File: config.mk
export PLATFORM = sky130hd
export DESIGN_NAME = ex_issue_stage
export DESIGN_NICKNAME = d
export VERILOG_FILES = /design/src/rtl/alu_pkg.sv /design/src/rtl/ex_forward_mux.sv /design/src/rtl/ex_issue_stage.sv
export SDC_FILE = /design/constraint.sdc
export NUM_CORES = 1
export LEC_CHECK = 0
export ABC_AREA = 1
export CAP_MARGIN = 40
export CORE_MARGIN = 4
export CORE_UTILIZATION = 40
export DETAILED_ROUTE_END_ITERATION = 6
export PLACE_DENSITY = 0.78
export SLEW_MARGIN = 20
export SYNTH_ARGS = -nofsm -noshare
export SYNTH_HDL_FRONTEND = slang
export SYNTH_SLANG_ARGS = --single-unit
File: constraint.sdc
create_clock -name clk -period 1.8 [get_ports clk]
set_input_delay 0.36 -clock clk [delete_from_list [all_inputs] [get_ports clk]]
set_output_delay 0.36 -clock clk [all_outputs]
set_load 0.02 [all_outputs]
File: src/rtl/alu_pkg.sv
// Shared ALU definitions for the issue stage: opcode encodings, widths and
// opcode classification helpers.
package alu_pkg;

  localparam int OP_W   = 4;
  localparam int DATA_W = 16;
  localparam int REG_AW = 4;

  localparam logic [OP_W-1:0] OP_ADD        = 4'd0;
  localparam logic [OP_W-1:0] OP_SUB        = 4'd1;
  localparam logic [OP_W-1:0] OP_EVEN_UPPER = 4'd2;
  localparam logic [OP_W-1:0] OP_EVEN_LOWER = 4'd3;
  localparam logic [OP_W-1:0] OP_GTE        = 4'd4;
  localparam logic [OP_W-1:0] OP_LTZ        = 4'd5;
  localparam logic [OP_W-1:0] OP_EZ         = 4'd6;
  localparam logic [OP_W-1:0] OP_EQ         = 4'd7;
  localparam logic [OP_W-1:0] OP_NE         = 4'd8;

  // Branch comparisons occupy the contiguous range gte..ne.
  function automatic logic is_branch(input logic [OP_W-1:0] op);
    return (op >= OP_GTE) && (op <= OP_NE);
  endfunction

  // Only the two-operand ops read src1; the unary ops see alu_b = 0.
  function automatic logic uses_src1(input logic [OP_W-1:0] op);
    logic w_use;
    case (op)
      OP_ADD, OP_SUB, OP_GTE, OP_EQ, OP_NE: w_use = 1'b1;
      default:                              w_use = 1'b0;
    endcase
    return w_use;
  endfunction

  // Everything above the last defined opcode is reserved.
  function automatic logic is_reserved(input logic [OP_W-1:0] op);
    return op > OP_NE;
  endfunction

endpackage

File: src/rtl/ex_forward_mux.sv
// Per-operand bypass select: EX/MEM beats MEM/WB beats the register file,
// and r0 always reads as zero without ever forwarding.
module ex_forward_mux #(
  parameter int DATA_W = 16,
  parameter int REG_AW = 4
) (
  input  logic [REG_AW-1:0] i_src,
  input  logic [DATA_W-1:0] i_rf_value,
  input  logic              i_exmem_wr_en,
  input  logic [REG_AW-1:0] i_exmem_rd,
  input  logic [DATA_W-1:0] i_exmem_value,
  input  logic              i_memwb_wr_en,
  input  logic [REG_AW-1:0] i_memwb_rd,
  input  logic [DATA_W-1:0] i_memwb_value,
  output logic [DATA_W-1:0] o_value
);

  // Priority select of the operand source.
  always_comb begin
    o_value = i_rf_value;
    if (i_src == {REG_AW{1'b0}}) begin
      o_value = {DATA_W{1'b0}};
    end else if (i_exmem_wr_en && (i_exmem_rd == i_src)) begin
      o_value = i_exmem_value;
    end else if (i_memwb_wr_en && (i_memwb_rd == i_src)) begin
      o_value = i_memwb_value;
    end else begin
      o_value = i_rf_value;
    end
  end

endmodule

File: src/rtl/ex_issue_stage.sv
// ID/EX issue stage: forwards operands, stalls on load-use, registers the
// ALU command and squashes work on a branch flush.
module ex_issue_stage #(
  parameter int DATA_W = 16,
  parameter int REG_AW = 4,
  parameter int CNT_W  = 16
) (
  input  logic              clk,
  input  logic              reset,
  input  logic              in_valid,
  output logic              in_ready,
  input  logic [3:0]        in_op,
  input  logic [REG_AW-1:0] in_src0,
  input  logic [REG_AW-1:0] in_src1,
  input  logic [DATA_W-1:0] in_rdata0,
  input  logic [DATA_W-1:0] in_rdata1,
  input  logic [REG_AW-1:0] in_rd,
  input  logic              in_wr_en,
  input  logic              exmem_wr_en,
  input  logic [REG_AW-1:0] exmem_rd,
  input  logic [DATA_W-1:0] exmem_value,
  input  logic              exmem_is_load,
  input  logic              memwb_wr_en,
  input  logic [REG_AW-1:0] memwb_rd,
  input  logic [DATA_W-1:0] memwb_value,
  input  logic              flush,
  input  logic              out_ready,
  output logic              alu_valid,
  output logic [3:0]        alu_op,
  output logic [DATA_W-1:0] alu_a,
  output logic [DATA_W-1:0] alu_b,
  output logic [REG_AW-1:0] out_rd,
  output logic              out_wr_en,
  output logic              out_is_branch,
  output logic              illegal_op,
  output logic [CNT_W-1:0]  stall_count,
  output logic [CNT_W-1:0]  issue_count
);

  import alu_pkg::*;

  logic              r_alu_valid;
  logic [3:0]        r_alu_op;
  logic [DATA_W-1:0] r_alu_a;
  logic [DATA_W-1:0] r_alu_b;
  logic [REG_AW-1:0] r_out_rd;
  logic              r_out_wr_en;
  logic              r_out_is_branch;
  logic              r_illegal_op;
  logic [CNT_W-1:0]  r_stall_count;
  logic [CNT_W-1:0]  r_issue_count;

  logic [DATA_W-1:0] w_fwd0;
  logic [DATA_W-1:0] w_fwd1;
  logic              w_reserved;
  logic              w_use_src1;
  logic              w_hazard;
  logic              w_ready;
  logic              w_transfer;
  logic              w_load;

  function automatic logic [CNT_W-1:0] sat_inc(input logic [CNT_W-1:0] cnt);
    return (cnt == {CNT_W{1'b1}}) ? cnt : cnt + {{(CNT_W-1){1'b0}}, 1'b1};
  endfunction

  ex_forward_mux #(.DATA_W(DATA_W), .REG_AW(REG_AW)) u_fwd0 (
    .i_src         (in_src0),
    .i_rf_value    (in_rdata0),
    .i_exmem_wr_en (exmem_wr_en),
    .i_exmem_rd    (exmem_rd),
    .i_exmem_value (exmem_value),
    .i_memwb_wr_en (memwb_wr_en),
    .i_memwb_rd    (memwb_rd),
    .i_memwb_value (memwb_value),
    .o_value       (w_fwd0)
  );

  ex_forward_mux #(.DATA_W(DATA_W), .REG_AW(REG_AW)) u_fwd1 (
    .i_src         (in_src1),
    .i_rf_value    (in_rdata1),
    .i_exmem_wr_en (exmem_wr_en),
    .i_exmem_rd    (exmem_rd),
    .i_exmem_value (exmem_value),
    .i_memwb_wr_en (memwb_wr_en),
    .i_memwb_rd    (memwb_rd),
    .i_memwb_value (memwb_value),
    .o_value       (w_fwd1)
  );

  // Load-use detection and the handshake. Reserved ops read no sources, so
  // they never stall and are simply swallowed.
  always_comb begin
    w_reserved = is_reserved(in_op);
    w_use_src1 = uses_src1(in_op);
    w_hazard   = 1'b0;
    if (in_valid && exmem_is_load && exmem_wr_en && !w_reserved &&
        (exmem_rd != {REG_AW{1'b0}})) begin
      w_hazard = (exmem_rd == in_src0) || (w_use_src1 && (exmem_rd == in_src1));
    end else begin
      w_hazard = 1'b0;
    end
    w_ready    = !reset && (!r_alu_valid || out_ready) && !w_hazard && !flush;
    w_transfer = in_valid && w_ready;
    w_load     = w_transfer && !w_reserved;
  end

  // Output register, drop/pulse logic and saturating performance counters.
  always_ff @(posedge clk) begin
    if (reset) begin
      r_alu_valid     <= 1'b0;
      r_alu_op        <= 4'd0;
      r_alu_a         <= {DATA_W{1'b0}};
      r_alu_b         <= {DATA_W{1'b0}};
      r_out_rd        <= {REG_AW{1'b0}};
      r_out_wr_en     <= 1'b0;
      r_out_is_branch <= 1'b0;
      r_illegal_op    <= 1'b0;
      r_stall_count   <= {CNT_W{1'b0}};
      r_issue_count   <= {CNT_W{1'b0}};
    end else if (flush) begin
      r_alu_valid  <= 1'b0;
      r_out_wr_en  <= 1'b0;
      r_illegal_op <= 1'b0;
    end else begin
      r_illegal_op <= w_transfer && w_reserved;
      if (w_load) begin
        r_alu_valid     <= 1'b1;
        r_alu_op        <= in_op;
        r_alu_a         <= w_fwd0;
        r_alu_b         <= w_use_src1 ? w_fwd1 : {DATA_W{1'b0}};
        r_out_rd        <= in_rd;
        r_out_wr_en     <= in_wr_en && !is_branch(in_op);
        r_out_is_branch <= is_branch(in_op);
        r_issue_count   <= sat_inc(r_issue_count);
      end else if (r_alu_valid && out_ready) begin
        r_alu_valid <= 1'b0;
      end
      if (w_hazard) begin
        r_stall_count <= sat_inc(r_stall_count);
      end
    end
  end

  assign in_ready      = w_ready;
  assign alu_valid     = r_alu_valid;
  assign alu_op        = r_alu_op;
  assign alu_a         = r_alu_a;
  assign alu_b         = r_alu_b;
  assign out_rd        = r_out_rd;
  assign out_wr_en     = r_out_wr_en;
  assign out_is_branch = r_out_is_branch;
  assign illegal_op    = r_illegal_op;
  assign stall_count   = r_stall_count;
  assign issue_count   = r_issue_count;

endmodule

# ---- Word level (Yosys, flattened, before mapping)
# Index checks and enable logic that the tools add are counted.
dict set report word_totals {
  register_bits 76
  rom_bits 0
  memories 0
  mem_bits_rw 0
  latchBits 0
  output_inout_bits 77
  word_cells 75
}
dict set report classes {
  bitwise_logic 3
  n_shift 0
  n_addsub 2
  eq_ne 10
  n_lt_le_gt_ge 3
  reduce_logical 36
  div 0
  mux 11
  multipliers 0
}
# operator count
set ops {}
lappend ops {{$mux 16} 7}
lappend ops {{$add 16x1->16 const B} 2}
lappend ops {{$eq 16x16->1 const B} 2}
lappend ops {{$logic_and 1x1->1} 18}
lappend ops {{$eq 4x4->1} 4}
lappend ops {{$logic_not 4->1} 3}
lappend ops {{$eq 4x3->1 const B} 2}
lappend ops {{$logic_not 1->1} 6}
lappend ops {{$reduce_and 3->1} 2}
lappend ops {{$reduce_or 5->1} 1}
lappend ops {{$eq 4x1->1 const B} 1}
lappend ops {{$eq 4x4->1 const B} 1}
lappend ops {{$ge 4x3->1 const B} 1}
lappend ops {{$gt 4x4->1 const B} 1}
lappend ops {{$le 4x4->1 const B} 1}
lappend ops {{$mux 1} 4}
lappend ops {{$reduce_bool 4->1} 1}
lappend ops {{$not 1->1} 3}
lappend ops {{$logic_or 1x1->1} 2}
lappend ops {{$reduce_and 2->1} 1}
lappend ops {{$reduce_bool 2->1} 1}
lappend ops {{$reduce_or 2->1} 1}

# ---- Longest topological paths before layout
dict set report depth {
  depth_word 12
  ltp_mapped 14
  depth_no_buf 14
}

# ---- Modules after synthesis
# From an unflattened synthesis, not the netlist that was laid out.
dict set report unflattened {
  cells_unflattened 836
  area_unflattened_um2 5512.8
}
# module cells_each n_inst seq_area_each_um2 area_each_um2
set by_module_without_submodules {}
lappend by_module_without_submodules {ex_issue_stage 520 1 1521.5 4053.9}
lappend by_module_without_submodules {ex_forward_mux 158 2 0.0 729.4}

# ---- Worst setup path after synthesis
# Ideal clock, no wire load.
dict set report synth_path {
  path_type {reg-to-reg}
  from {reg r_issue_count[0] (netlist: issue_count[0])}
  to {reg r_issue_count[10] (netlist: issue_count[10])}
  period_less_slack_ns 1.816
  setup_ns 0.132
  slack_ns -0.016
  stages_incl_launch_ff 10
  arrival_ns 1.684
  path_cell_list {dfxtp_1 > ha_1 > nand3_1 > nor2_2 > nand3_1 > nor2_2 > inv_1 > buf_6 > nand3_1 > a21oi_1}
}
dict set report synth_between {
  elab_chain_len 3
  elab_cells_between_ends 4
  classes_between {add/sub: 1; eq/ne: 1; bitwise: 1; reduce/logical: 1}
}
# element line
set synth_lines {}
lappend synth_lines {{start: declaration} ex_issue_stage.sv:51} ;# logic [CNT_W-1:0] r_issue_count;
lappend synth_lines {{start signal: assignment} ex_issue_stage.sv:119} ;# r_issue_count <= {CNT_W{1'b0}};
lappend synth_lines {{start signal: assignment} ex_issue_stage.sv:134} ;# r_issue_count <= sat_inc(r_issue_count);
lappend synth_lines {{branches (longest 3 deep; another with $add 16x1->16)} --}
# Parallel ways; which one is timed is not known.
# A chain may end at the register's enable or synchronous reset.

# ---- Worst setup path in the final report
dict set report layout_path {
  from {reg r_issue_count[4] (netlist: issue_count[4])}
  to {reg r_issue_count[7] (netlist: issue_count[7])}
}
# The elaborated chain is that of the path after synthesis.

==> impl_metrics.env <==
export IMPL_grt_pass1_wl_um=26000
export IMPL_grtUsageTotal_pct=24.7
export IMPL_fin_crit_ps=1830
export IMPL_drtIter0Drc=792
export IMPL_syn_area_sq_um=4500
export IMPL_ant_nets=0
export IMPL_num_vias=5750
export IMPL_arrival_ps=2010
export IMPL_yosysTopAreaCellShare_pct=33.8
export IMPL_worst_setup_path_start_kind="register"
export IMPL_gr_total_overflow=0
export IMPL_min_path_cells=4
export IMPL_clock_sink_count=76
export IMPL_first_pass_iters=7
export IMPL_routed_wl_um=17600
export IMPL_relSlewSlack_pct=50.2
export IMPL_whs_endpoint="alu_op[3]"
export IMPL_async_flop_share_pct=0
export IMPL_via_per_inst=5.46
export IMPL_stdcell_area_sq_um=7470
export IMPL_drive_above_1_share_pct=18.2
export IMPL_period_share_pct=102
export IMPL_clk_pin_slew_worst_paths_ps=60
export IMPL_finalSetupViolations=3
export IMPL_layoutNonFillerInstCount=1053
export IMPL_synth_edf_count=0
export IMPL_antenna_found_initial=0
export IMPL_synth_common_cells="149 x nand2_1, 100 x a21oi_1, 93 x nand3_1"
export IMPL_synth_top_cells_by_area="dfxtp_1 34%, nand2_1 12%, a21oi_1 11%"
export IMPL_syn_to_final_growth_pct=65.9
export IMPL_root_buffer="clkbuf_16"
export IMPL_dp_cells=1018
export IMPL_design_die_area_sq_um=13000
export IMPL_post_dp_cell_area_sq_um=6770
export IMPL_numCtsBuffers=9
export IMPL_synth_net_count=781
export IMPL_seq_area_frac_synth_pct=33.8
export IMPL_avgRoutedWirePerCell_um=16.7
export IMPL_layout_setup_ws_ps=-30.1
export IMPL_crit_type="reg2reg"
export IMPL_worstHoldStart="in_op[3]"
export IMPL_yosysWarningCount=0
export IMPL_nFillCells=950
export IMPL_die_width_um=114
export IMPL_drc=0
export IMPL_grt_max_degree=66
export IMPL_gp_congestion=0.923
export IMPL_skew_ps=6.51
export IMPL_ys_ff_latch=76
export IMPL_total_power_mw=4.56
export IMPL_endpoint_kind="register"
export IMPL_fin_util_pct=68.3
export IMPL_rr_endpoint="issue_count[7]"
export IMPL_cts_path_max_buffers=2
export IMPL_avgSynthCellArea_sq_um=6.60
export IMPL_final_max_slew_violation_count=0
export IMPL_yosysUniqueCellTypes=29
export IMPL_reg2reg_from="issue_count[4]"
export IMPL_vdd_ir_drop_max_uv=388
export IMPL_start_util_pct=41.2
export IMPL_die_h_um=114
export IMPL_rsz0062_at_grt="true"
export IMPL_synth_ff_type="dfxtp_1"
export IMPL_core_sq_um=10900
export IMPL_r2r_worst_path_cells=10
export IMPL_clock_fmax_mhz=546
export IMPL_grt_pass1_vias=5386
export IMPL_io_buffers=173
export IMPL_max_cap_violations=0
export IMPL_nNetsFinal=1007
export IMPL_hold_viol=0
export IMPL_crit_fanout=6
export IMPL_hp_class="in2reg"
export IMPL_status="finished, violations left"
export IMPL_htreeDepth=3
export IMPL_worstPathRequired_ps=1980
export IMPL_diodes=0
export IMPL_tightest_slew_ps=746
export IMPL_critPathLaunch="issue_count[4]"
export IMPL_dp_hpwl_um=12100
export IMPL_violations="setup timing"
export IMPL_power_density_nw_per_um2=610
export IMPL_insertion_delay_ps=330
export IMPL_io_pins=174
export IMPL_synth_most_common_cell="nand2_1"
export IMPL_synth_top_cell_by_area="dfxtp_1"
export IMPL_leakage_nw=3.16
export IMPL_hold_buffers=0
export IMPL_finalSetupTns_ps=-55.2
export IMPL_rows=38
export IMPL_synth_cells=682
export IMPL_r2r_slack_ps=-30
export IMPL_cts_tree="done"
[critical path: stages, from the launching register on]
cell	delay [ps]
dfxtp_4	370
nand2_2	80
nor2_2	130
nand3_2	130
nor2_4	160
nand3_2	110
nor2_4	210
buf_6	130
clkinvlp_4	170
nand3_1	130
a21oi_1	70
[cell usage in the layout, fill, tap and decap left out, types with 3 or more instances in the layout]
cell type and count:
inv_1 47, nand3_1 78, a21oi_1 97, buf_4 61
clkdlybuf4s50_1 137, nor2_4 6, nand2_2 3, a31oi_1 3
nor3_1 10, buf_6 5, nor2_1 29, xor2_1 18
inv_2 6, o22ai_1 3, buf_12 10, a21oi_2 5
dlymetal6s2s_1 13, xnor2_1 11, dlygate4sd2_1 5, o21ai_0 21
clkbuf_2 12, nor2_2 10, dfxtp_1 73, clkbuf_16 12
nand2_1 148, nand4_1 42, nor4_1 3, nand3_2 15
clkinvlp_4 3
[where the power goes]
part           total, mW  leakage (nW)  internal (mW)  switching (mW)
logic              0.818          2.38          0.408           0.410
registers           1.71         0.615           1.70          0.0134
clock network       2.03         0.160           1.27           0.760
[worst max path at each step]
stage                           end  slack, ps
CTS                        in_ready          2
finish               issue_count[7]        -30
floorplan           issue_count[10]         10
global route         issue_count[5]       -110
global placement           in_ready       -750
detailed placement         in_ready       -760
[per-stage QoR]
stage | hold WS [ps] | setup slack [ps]
6_report | 420 | -30.1
4_1_cts | 424 | 2.14
3_3_place_gp | 452 | -748
5_1_grt | 437 | -114
3_5_place_dp | 455 | -761
2_1_floorplan | 503 | 12.1
[sequential cells by signal, summed over array words and instances (netlist names)]
| name | flops |
|---|---|
| issue_count | 16 |
| alu_valid | 1 |
| out_is_branch | 1 |
| stall_count | 16 |
| alu_op | 4 |
| illegal_op | 1 |
| out_rd | 4 |
| alu_b | 16 |
| alu_a | 16 |
| out_wr_en | 1 |
[final cells by class]
class / count / area (sq um) / area share [%]
clock inverter: 6 / 93.8 / 1.26
timing repair inverter: 1 / 7.51 / 0.100
inverter: 57 / 220 / 2.95
multi-input combinational: 512 / 2730 / 36.6
tap: 140 / 175 / 2.34
clock buffer: 10 / 239 / 3.20
timing repair buffer: 251 / 2470 / 33.1
sequential: 76 / 1530 / 20.5
[repair_timing]
action | in CTS | in global routing
cloned | 0 | 7
pin swaps | 14 | 30
buffers inserted | 7 | 5
setup endpoints to repair | 77 | 78
resized for setup | 41 | 86
[cell families after synthesis]
kind of cell / count (synthesis) / synth area share [%]
xor gates and xnor gates: 29 / 5.64
adders and majority gates: 2 / 0.556
buffers and inverters: 94 / 9.42
and+or+nand+nor: 349 / 35.3
AOI/OAI and AO/OA: 132 / 15.3
DFF: 76 / 33.8
[per-layer routing]
| metal | GRT usage (%) | wire length, um |
|---|---|---|
| met1 | 30.4 | 6940 |
| met2 | 42.5 | 8430 |
| met3 | 4.44 | 1620 |
| met4 | 9.98 | 616 |
| met5 | 0 | 0 |
(Power assumes the default switching activity.)
